===== config.mk =====
export PLATFORM = sky130hd
export DESIGN_NAME = multi_pulse_generator_flat
export DESIGN_NICKNAME = d
export VERILOG_FILES = /design/src/rtl/multi_pulse_generator_if.sv /design/src/rtl/multi_pulse_generator.sv /design/src/flat_wrapper.sv
export SDC_FILE = /design/constraint.sdc
export NUM_CORES = 1
export LEC_CHECK = 0
export ABC_AREA = 1
export CORE_UTILIZATION = 33
export CTS_CLUSTER_SIZE = 24
export DETAILED_ROUTE_END_ITERATION = 7
export GPL_TIMING_DRIVEN = 1
export SLEW_MARGIN = 40
export SYNTH_ARGS = -nofsm -noshare
export SYNTH_HDL_FRONTEND = slang
export SYNTH_SLANG_ARGS = --single-unit

===== constraint.sdc =====
create_clock -name clk -period 2.2 [get_ports clk]
set_input_delay 0.44 -clock clk [delete_from_list [all_inputs] [get_ports clk]]
set_output_delay 0.44 -clock clk [all_outputs]
set_load 0.02 [all_outputs]

===== src/rtl/multi_pulse_generator_if.sv =====
// Control/status bundle for multi_pulse_generator: per-channel config and
// triggers in, pulse/busy/done status out.
interface multi_pulse_generator_if #(
    parameter int N  = 8,
    parameter int CH = 4
);
    // Handshake: start[i] is a sampled request with no ready; it is accepted
    // on an edge where the channel is IDLE, in one-shot mode, enabled and ena=1,
    // and acceptance is visible as busy[i]=1 in the following cycle.
    logic              ena;
    logic              sync;
    logic [CH-1:0]     chan_en;
    logic [CH-1:0]     mode;
    logic [CH-1:0]     start;
    logic [CH*N-1:0]   ticks;
    logic [CH*N-1:0]   width;
    logic [CH-1:0]     out;
    logic [CH-1:0]     busy;
    logic [CH-1:0]     done;

    modport master (
        output ena, sync, chan_en, mode, start, ticks, width,
        input  out, busy, done
    );

    modport slave (
        input  ena, sync, chan_en, mode, start, ticks, width,
        output out, busy, done
    );
endinterface


===== src/rtl/multi_pulse_generator.sv =====
// CH independent periodic / one-shot pulse channels with period-boundary
// shadowed configuration and a shared phase-align (sync) input.
module multi_pulse_generator #(
    parameter int N  = 8,
    parameter int CH = 4
) (
    input  logic                  clk,
    input  logic                  rst,
    multi_pulse_generator_if.slave bus,
    output logic [CH-1:0]         state_dbg
);
    typedef enum logic {IDLE = 1'b0, RUN = 1'b1} state_t;

    logic [CH-1:0] out_v;
    logic [CH-1:0] busy_v;
    logic [CH-1:0] done_v;

    for (genvar i = 0; i < CH; i++) begin : g_ch
        state_t       state;
        logic [N-1:0] cnt;
        logic [N-1:0] p_sh;
        logic [N-1:0] w_sh;
        logic         one_shot;
        logic         done_q;
        logic [N-1:0] tk;
        logic [N-1:0] wd;

        assign tk = bus.ticks[i*N +: N];
        assign wd = bus.width[i*N +: N];

        always_ff @(posedge clk) begin
            if (!rst) begin
                state    <= IDLE;
                cnt      <= '0;
                p_sh     <= '0;
                w_sh     <= '0;
                one_shot <= 1'b0;
                done_q   <= 1'b0;
            end else begin
                done_q <= 1'b0;
                case (state)
                    IDLE: begin
                        // Mode is captured here so a mid-run mode change waits for IDLE.
                        if (bus.ena && bus.chan_en[i] && (tk != '0) &&
                            (!bus.mode[i] || bus.start[i])) begin
                            state    <= RUN;
                            cnt      <= '0;
                            p_sh     <= tk;
                            w_sh     <= wd;
                            one_shot <= bus.mode[i];
                        end
                    end
                    RUN: begin
                        if (!bus.chan_en[i]) begin
                            state <= IDLE;
                            cnt   <= '0;
                        end else if (bus.sync) begin
                            // A zero period on reload cannot run, same as at a wrap.
                            cnt  <= '0;
                            p_sh <= tk;
                            w_sh <= wd;
                            if (tk == '0) state <= IDLE;
                        end else if (bus.ena) begin
                            if (cnt == p_sh - N'(1)) begin
                                cnt <= '0;
                                if (one_shot) begin
                                    state  <= IDLE;
                                    done_q <= 1'b1;
                                end else begin
                                    p_sh <= tk;
                                    w_sh <= wd;
                                    if (tk == '0) state <= IDLE;
                                end
                            end else begin
                                cnt <= cnt + N'(1);
                            end
                        end
                    end
                    default: state <= IDLE;
                endcase
            end
        end

        assign out_v[i]     = (state == RUN) && (cnt < w_sh);
        assign busy_v[i]    = (state == RUN);
        assign done_v[i]    = done_q;
        assign state_dbg[i] = (state == RUN);
    end

    assign bus.out  = out_v;
    assign bus.busy = busy_v;
    assign bus.done = done_v;
endmodule


===== src/flat_wrapper.sv =====
// flat-port wrapper written by rule: the top's interface ports become plain ports
module multi_pulse_generator_flat 
#(
    parameter int N  = 8,
    parameter int CH = 4
)
  (clk, rst, state_dbg, bus_ena, bus_sync, bus_chan_en, bus_mode, bus_start, bus_ticks, bus_width, bus_out, bus_busy, bus_done);
  multi_pulse_generator_if #(.N(N), .CH(CH)) bus_i ();
  input  logic clk;
  input  logic rst;
  output logic [CH-1:0] state_dbg;
  input wire logic [$bits(bus_i.ena)-1:0] bus_ena;
  input wire logic [$bits(bus_i.sync)-1:0] bus_sync;
  input wire logic [$bits(bus_i.chan_en)-1:0] bus_chan_en;
  input wire logic [$bits(bus_i.mode)-1:0] bus_mode;
  input wire logic [$bits(bus_i.start)-1:0] bus_start;
  input wire logic [$bits(bus_i.ticks)-1:0] bus_ticks;
  input wire logic [$bits(bus_i.width)-1:0] bus_width;
  output wire logic [$bits(bus_i.out)-1:0] bus_out;
  output wire logic [$bits(bus_i.busy)-1:0] bus_busy;
  output wire logic [$bits(bus_i.done)-1:0] bus_done;
  assign bus_i.ena = bus_ena;
  assign bus_i.sync = bus_sync;
  assign bus_i.chan_en = bus_chan_en;
  assign bus_i.mode = bus_mode;
  assign bus_i.start = bus_start;
  assign bus_i.ticks = bus_ticks;
  assign bus_i.width = bus_width;
  assign bus_out = bus_i.out;
  assign bus_busy = bus_i.busy;
  assign bus_done = bus_i.done;
  multi_pulse_generator #(.N(N), .CH(CH)) u_core (.clk(clk), .rst(rst), .bus(bus_i), .state_dbg(state_dbg));
endmodule

======== After elaboration in Yosys (flattened, before gate mapping) ========
Index checks and enable logic that the tools add are counted.
word-level totals
  register bits ........................... 108
  bits of input ports ..................... 80
  output and inout port bits .............. 16
  word-level logic and storage cells ...... 242
operators by class
  add/subtract/negate cells ............... 8
  order comparisons ....................... 4
  eq/ne operators ......................... 28
  multiplexer cells ....................... 116
  bitwise operators ....................... 14
  reduce and logical (&&, ||, !) cells .... 48
operator list
  kind                                               count
  two-way mux 8 bit                                  68
  one-hot mux 8 bit (2 select lines)                 12
  != test 3 bit (second input constant)              12
  adder 8 x 1 -> 8 bit (second input constant)       4
  equality test 8 bit                                4
  zero test 8 bit                                    4
  < comparator 8 bit                                 4
  two-way mux 1 bit                                  32
  nonzero test 8 bit                                 4
  subtractor 8 x 1 -> 8 bit (second input constant)  4
  OR reduction 6 bit                                 4
  AND reduction 5 bit                                4
  logical AND 1 bit                                  16
  != test 4 bit (second input constant)              4
  AND reduction 2 bit                                8
  NOT 1 bit                                          14
  != test 2 x 1 -> 1 bit (second input constant)     4
  != test 2 bit (second input constant)              4
  one-hot mux 1 bit (2 select lines)                 4
  zero test 1 bit                                    4
  logical OR 1 bit                                   4

======== Depth between registers and ports, before layout ========
Gate-level depths: netlist of run 1.
  depth in word-level cells ............... 8
  gate-level depth with buffers ........... 15
  mapped depth without buffers ............ 14

======== Worst setup path after synthesis of run 1 ========
Ideal clock, no wire load.
  kind .................................... reg-to-output
  from .................................... register u_core.g_ch[0].cnt[1]
  to ...................................... output bus_out[0]
  arrival ................................. 1418 ps
  required time ........................... 1760 ps
  setup slack ............................. 342 ps
  stages on the path, launching flop included .. 6
  cell sequence ........................... dfxtp_1 -> ha_1 -> a21boi_0 -> o211ai_1 -> a21oi_1 -> nor3_1
on the way
  longest elaborated chain between the ends .. 2
ends and longest elaborated chain
  item                    line                         text
  start, declared         multi_pulse_generator.sv:20  logic [N-1:0] cnt;
  start signal, assigned  multi_pulse_generator.sv:75  cnt <= cnt + N'(1);
  < comparator 8 bit      multi_pulse_generator.sv:84  assign out_v[i] = (state == RUN) && (cnt < w_sh);
  logical AND 1 bit       multi_pulse_generator.sv:84
  end, declared           flat_wrapper.sv:19           output wire logic [$bits(bus_i.out)-1:0] bus_out;
Every way passes these cells.

======== Worst setup path in the final report of run 1 ========
  from .................................... register u_core.g_ch[1].w_sh[1]
  to ...................................... output bus_out[1]
on the way
  longest elaborated chain between the ends .. 2
ends and longest elaborated chain
  item                    line                         text
  start, declared         multi_pulse_generator.sv:22  logic [N-1:0] w_sh;
  start signal, assigned  multi_pulse_generator.sv:49  w_sh <= wd;
  start signal, assigned  multi_pulse_generator.sv:61  w_sh <= wd;
  start signal, assigned  multi_pulse_generator.sv:71  w_sh <= wd;
  < comparator 8 bit      multi_pulse_generator.sv:84
  logical AND 1 bit       multi_pulse_generator.sv:84
Every way passes these cells.

==> results by group, run 1 <==
Synthesis
  – Post-synth top cells: nand2_1, inv_1, nand3_1, nor2_1, a21oi_1
  – Synthesized-area fraction occupied by ao, oa, aoi and oai cells: 11.9%
  – Avg Inst Size Synth: 6.49 um2
  – Count leader, synth: nand2_1
  – Async SR Flop Fraction: 0%
  – Distinct cells, synth: 44
  – Mux cell area share after synthesis: 0%
  – Syn nets: 1223
  – Post-synth top area cell: dfxtp_1
  – Cell Area, Synth: 0.00718 mm2
  – Post-synthesis xor/xnor area fraction: 4.27%
  – Synth top area share: 30.1%
  – Yosys warnings: 0
  – Post-synthesis simple-gate area fraction: 33.1%
  – Most used flip-flop cell after synthesis: dfxtp_1
  – Gate Count Post-Synth: 1107
  – Register area share after synthesis: 30.1%
  – Post-Synth Adder-Cell Area: 6.27%
  – Post-synth EDFFs: 0
  – Top cells by area, synth: dfxtp_1, nand2_1, nand3_1
  – Main combinational cell family by area after synthesis: simple AND/OR/NAND/NOR gates
  – Post-synthesis register bit count: 108

Global routing
  – Gr usage total: 17.0%
  – Grt ovf: 0
  – Initial antenna violation count: 0
  – Vias in the first global route: 6556
  – Largest net degree at the start of global routing: 33
  – Global-route wire length before repair: 30600 um

Power
  – Power per Cell Area: 570 mW/mm2
  – Max IR drop VDD: 279 uV
  – Leak pwr: 4.26 nW

Drt
  – Pre-antenna DRT Iters: 5
  – WL/cell: 12.2 um
  – Via count: 7043
  – Detailed Route WL: 18500 um
  – Iter 0 DRT Violations: 409
  – Antenna Nets Post-Route: 0
  – # DRC: 0
  – Via-per-instance ratio: 4.63

Cells and area
  – Multi-input gate area: 0.00413 mm2
  – Sequential cell area: 0.00218 mm2
  – Final Net Count: 1357
  – Fin util: 44.0%
  – Fraction of layout cells with a size suffix above 1: 13.6%
  – Antenna fix cells: 0
  – Area Growth Syn to Fin: 29.6%
  – Design area: 0.00931 mm2
  – Number of fill cells in the layout: 2200

STA
  – Hold Fails Final Rpt: 0
  – Final setup fails: 0
  – Post-route clock period utilization: 98.4%
  – Final Max Slew Viols: 0
  – Final period demand of the worst path: 2.17 ns
  – Setup Skew: 0.00658 ns
  – Slew @ Worst Pin: 0.438 ns
  – Highest clock rate: 0.462 GHz
  – RSZ-0062 raised after global routing: true
  – Max_slew headroom: 70.8%

Clock tree
  – Root buffer cell: clkbuf_16
  – Max clock buf depth: 2
  – CTS tree: built
  – Worst skew pair latency: 0.36 ns
  – Htree depth: 3
  – Clock transition at path regs: 0.07 ns
  – Number of hold buffers added after CTS: 0
  – CTS buffer count: 9
  – Clock Sinks: 108

Job
  – Max Cap Violations: 0

Setup path
  – Crit start category: flop
  – CP Class: reg2out
  – Crit. End Element: output pin
  – WP data arrival: 1.73 ns
  – Worst EP required: 1.76 ns
  – Worst-path fanout max: 2

Hold path
  – Worst Hold Class: reg2reg

Floorplanning
  – Row cnt: 53
  – Core area: 0.0212 mm2
  – Die width: 150 um
  – Starting Density: 34.0%
  – Height of the die: 150 um
  – I/O pins: 96
  – Die area: 0.0224 mm2

Placement
  – Placed cell area: 0.00881 mm2
  – Final GP Congestion: 0.877
  – Dpl hpwl: 14000 um
  – Port bufs: 95

Run status
  – Status: complete, no violations
## routing by layer
metal  share of wire, %  GRT usage (%)
met5                  0              0
met4                1.2           4.59
met3                4.0           2.84
met2                 45           27.8
met1                 50           22.9
## metrics by stage
step / cells / hold WS [ns] / setup WS, ns / total power, mW / TNS (ns)
finish: 1521 / 0.456 / 0.0345 / 5.31 / 0
global route: 1521 / 0.500 / -0.0725 / 5.67 / -0.193
CTS: 1518 / 0.462 / -0.0210 / 5.31 / -0.0330
detailed placement: 1502 / 0.449 / -0.166 / 3.68 / -2.11
global placement: 1502 / 0.442 / -0.164 / 3.66 / -1.44
floorplan: 1107 / 0.431 / 0.342 / 3.21 / 0
## where the power goes
part           leakage (nW)  switching (mW)  internal, mW  total (mW)
sequential            0.888           0.110          2.09        2.20
combinational          3.23           0.800         0.686        1.49
clock                 0.135           0.780         0.839        1.62
## path summary, 6_finish.rpt
kind,cells past startpoint,start,slack [ns],endpoint
min,2,u_core.g_ch[0].one_shot,0.46,u_core.g_ch[0].one_shot
max reg2reg,15,u_core.g_ch[2].p_sh[0],0.18,u_core.g_ch[2].p_sh[1]
min reg2reg,2,u_core.g_ch[0].one_shot,0.46,u_core.g_ch[0].one_shot
max,7,u_core.g_ch[1].w_sh[1],0.03,bus_out[1]
## logic make-up (layout without fill, tap and decap cells)
kind of cell / count (synthesis) / in the layout
XOR/XNOR: 35 / 35
flip-flops: 108 / 108
AO/OA/AOI/OAI: 156 / 156
AND/OR/NAND/NOR: 537 / 537
buffers and inverters: 235 / 374
adder cells (fa/ha/maj): 36 / 36
## state kept, by name, summed over array words and instances (netlist names)
signal,count
u_core.g_ch.one_shot,4
u_core.g_ch.p_sh,32
u_core.g_ch.w_sh,32
u_core.g_ch.cnt,32
u_core.g_ch.done_q,4
u_core.g_ch.state,4
## final cells by class
cell class,count,area share [%]
inverter,185,7.46
timing repair buffer,173,18.0
tap,275,3.70
clock buffer,12,2.76
sequential,108,23.4
clock inverter,4,0.350
multi-input combinational,764,44.4
## layout by cell type (no fill, tap or decap), types with 3 or more instances in the layout
cell type,netlist,layout
nor2_2,9,10
dfxtp_2,0,11
xor2_1,25,25
inv_2,5,10
inv_1,180,175
nand4_1,16,16
a21oi_2,1,6
xnor2_1,10,10
nand3b_1,3,3
o21ai_1,3,5
nand3_1,138,137
buf_4,18,70
nand2_4,2,3
o211ai_1,4,4
clkdlybuf4s50_1,0,90
dfxtp_1,108,97
ha_4,0,5
o21ai_0,24,21
buf_12,0,9
a211oi_1,3,3
nand3_2,3,4
nand2_1,205,205
nor4_1,3,3
clkbuf_16,0,11
a21boi_2,0,3
nand2_2,7,5
a21oi_1,110,105
nor2_1,134,132
ha_1,36,29
nor3_1,9,7
## critical path: stages, from the launching register on
cell,delay [ns]
dfxtp_2,0.34
inv_2,0.04
ha_4,0.19
a21boi_2,0.14
o211ai_1,0.17
a21oi_1,0.09
nor3_1,0.21
buf_4,0.18
## repair_timing
action	in CTS	in global routing
cloned	0	2
setup endpoints to repair	4	72
gates resized for setup	32	38
pin swaps	8	18
setup buffers	0	1
No activity file was read; power rests on OpenSTA's default activity.
==> run 2: changes to the inputs <==
--- a/config.mk
+++ b/config.mk
@@ -6,10 +6,11 @@
 export NUM_CORES = 1
 export LEC_CHECK = 0
 export ABC_AREA = 1
-export CORE_UTILIZATION = 33
+export CORE_UTILIZATION = 55
 export CTS_CLUSTER_SIZE = 24
 export DETAILED_ROUTE_END_ITERATION = 7
 export GPL_TIMING_DRIVEN = 1
+export PLACE_DENSITY = 0.8
 export SLEW_MARGIN = 40
 export SYNTH_ARGS = -nofsm -noshare
 export SYNTH_HDL_FRONTEND = slang
==> run 2 against run 1 <==
  * Worst setup slack got worse by 0.0090 ns
  * Combinational power barely moved
  * Final cell count fell by 7.5%
  * Largest power group unchanged
==> results by group, run 2 (same netlist as run 1, synthesis figures left out) <==
Clock tree
  – Root buffer cell: clkbuf_16
  – Max clock buf depth: 2
  – CTS tree: built
  – CTS buffer count: 9
  – Clock transition at path regs: 0.07 ns
  – Worst skew pair latency: 0.36 ns
  – Clock Sinks: 108
  – Htree depth: 3

Hold path
  – Worst Hold Class: reg2reg

Drt
  – WL/cell: 12.5 um
  – Iter 0 DRT Violations: 471
  – # DRC: 0
  – Detailed Route WL: 17700 um
  – Via count: 7179
  – Pre-antenna DRT Iters: 6
  – Antenna Nets Post-Route: 0
  – Via-per-instance ratio: 5.10

Power
  – Register share of total power: 42.3%
  – Combinational Power Share: 28.1%
  – Leak pwr: 4.18 nW
  – Max IR drop VDD: 519 uV
  – Power, Total: 5.21 mW
  – Power per Cell Area: 576 mW/mm2
  – P_int: 3.56 mW
  – Switching Power: 1.65 mW
  – Power share of the clock group: 29.5%
  – Sw Share: 31.6%

Setup path
  – End of the critical path: bus_out[1]
  – Worst r2r src: u_core.g_ch[1].p_sh[0]
  – Crit start category: flop
  – CP Class: reg2out
  – Crit. End Element: output pin
  – R2R Path End: u_core.g_ch[1].p_sh[6]
  – Critical Path Source: u_core.g_ch[1].w_sh[1]
  – Cell depth of the worst flop-to-flop path: 15
  – WP data arrival: 1.73 ns
  – FF-to-FF setup slack: 0.17 ns
  – Worst-path fanout max: 2
  – Worst EP required: 1.76 ns

STA
  – Setup Skew: 0.00604 ns
  – Hold Fails Final Rpt: 0
  – Final Max Slew Viols: 0
  – Hold_ws: 0.456 ns
  – Final setup fails: 0
  – Post-route clock period utilization: 98.8%
  – Final period demand of the worst path: 2.17 ns
  – Slew @ Worst Pin: 0.528 ns
  – Highest clock rate: 0.460 GHz
  – Final WS setup: 0.0255 ns
  – RSZ-0062 raised after global routing: true
  – Max_slew headroom: 64.8%

Global routing
  – Gr usage total: 26.8%
  – Grt ovf: 0
  – Vias in the first global route: 6634
  – Largest net degree at the start of global routing: 54
  – Initial antenna violation count: 0
  – Global-route wire length before repair: 28800 um

Cells and area
  – Finished Layout Cells: 1407
  – Largest regs: u_core.g_ch.cnt x32, u_core.g_ch.p_sh x32, u_core.g_ch.w_sh x32
  – Commonest non-fill, non-tap cells in the layout: nand2_1, inv_1, nand3_1
  – Fin util: 71.4%
  – Area Growth Syn to Fin: 26.0%
  – Fraction of layout cells with a size suffix above 1: 12.6%
  – Final Net Count: 1346
  – Antenna fix cells: 0
  – Commonest non-fill, non-tap cell in the layout: nand2_1

Floorplanning
  – Height of the die: 116 um
  – Die area: 0.0135 mm2
  – Row cnt: 41
  – Core area: 0.0127 mm2
  – Starting Density: 56.7%
  – Die width: 116 um
  – I/O pins: 96

Placement
  – Final GP Congestion: 0.876
  – Dpl hpwl: 12900 um
  – Port bufs: 95
  – Post-Place Worst Slack: -0.124 ns
  – Placed Cells: 1388

Job
  – Max Cap Violations: 0

Run status
  – Status: complete, no violations
run 2: cell count changes in the layout (fill, tap and decap cells not counted), sizes merged:
cell | previous run | this run
buf | 81 | 70
inv | 186 | 185
clkinv | 1 | 2
run 2: repair_timing:
item / CTS / global route
pin swaps: 4 / 17
cloned: 0 / 2
resized for setup: 27 / 36
hold buffers: 0 / 0
setup buffers: 0 / 1
endpoints found under the setup margin: 4 / 67
run 2: worst min-delay path by stage:
stage / from / slack [ns] / cells past startpoint / endpoint
after floorplan: u_core.g_ch[0].one_shot / 0.43 / 2 / u_core.g_ch[0].one_shot
after global placement: u_core.g_ch[3].one_shot / 0.45 / 2 / u_core.g_ch[3].one_shot
final: u_core.g_ch[3].one_shot / 0.46 / 2 / u_core.g_ch[3].one_shot
after global routing: u_core.g_ch[3].one_shot / 0.50 / 2 / u_core.g_ch[3].one_shot
after CTS: u_core.g_ch[3].one_shot / 0.46 / 2 / u_core.g_ch[3].one_shot
after detailed placement: u_core.g_ch[3].one_shot / 0.45 / 2 / u_core.g_ch[3].one_shot
run 2: power by group through the flow:
stage | Combinational, mW | Sequential [mW] | Clock, mW
finish | 1.46 | 2.21 | 1.54
global route | 1.66 | 2.22 | 1.64
CTS | 1.42 | 2.20 | 1.56
detailed placement | 1.41 | 2.24 | 0
global placement | 1.38 | 2.23 | 0
floorplan | 0.988 | 2.22 | 0
run 2: layout make-up:
cell class | instances | area, um2
clock buffers | 12 | 246
clock inverters | 4 | 25.0
fillers | 1099 | 3620
inverters | 185 | 694
multi-input cells | 764 | 4110
flip-flops and latches | 108 | 2180
well taps | 172 | 215
repair buffers | 162 | 1580
run 2: per-layer routing:
| layer | up-vias | track usage [%] | part of all wire, % |
|---|---|---|---|
| li1 | 3759 | - | - |
| met1 | 3200 | 32.4 | 45 |
| met2 | 192 | 47.2 | 48 |
| met3 | 28 | 5.50 | 5.0 |
| met4 | 0 | 9.40 | 1.8 |
| met5 | - | 0 | 0 |
run 2: stage by stage:
stage | setup TNS [ns] | cell area, um2
after floorplan | 0 | 7180
after global placement | -0.245 | 8590
after detailed placement | -0.269 | 8590
after CTS | -0.0438 | 8860
after global routing | -0.190 | 9050
final | 0 | 9050
run 2: critical path, stage by stage, from the launching register on:
cell      delay (ns)
dfxtp_2         0.33
inv_2           0.04
ha_4            0.19
a21boi_2        0.14
o211ai_1        0.17
a21oi_1         0.09
nor3_1          0.21
buf_2           0.20
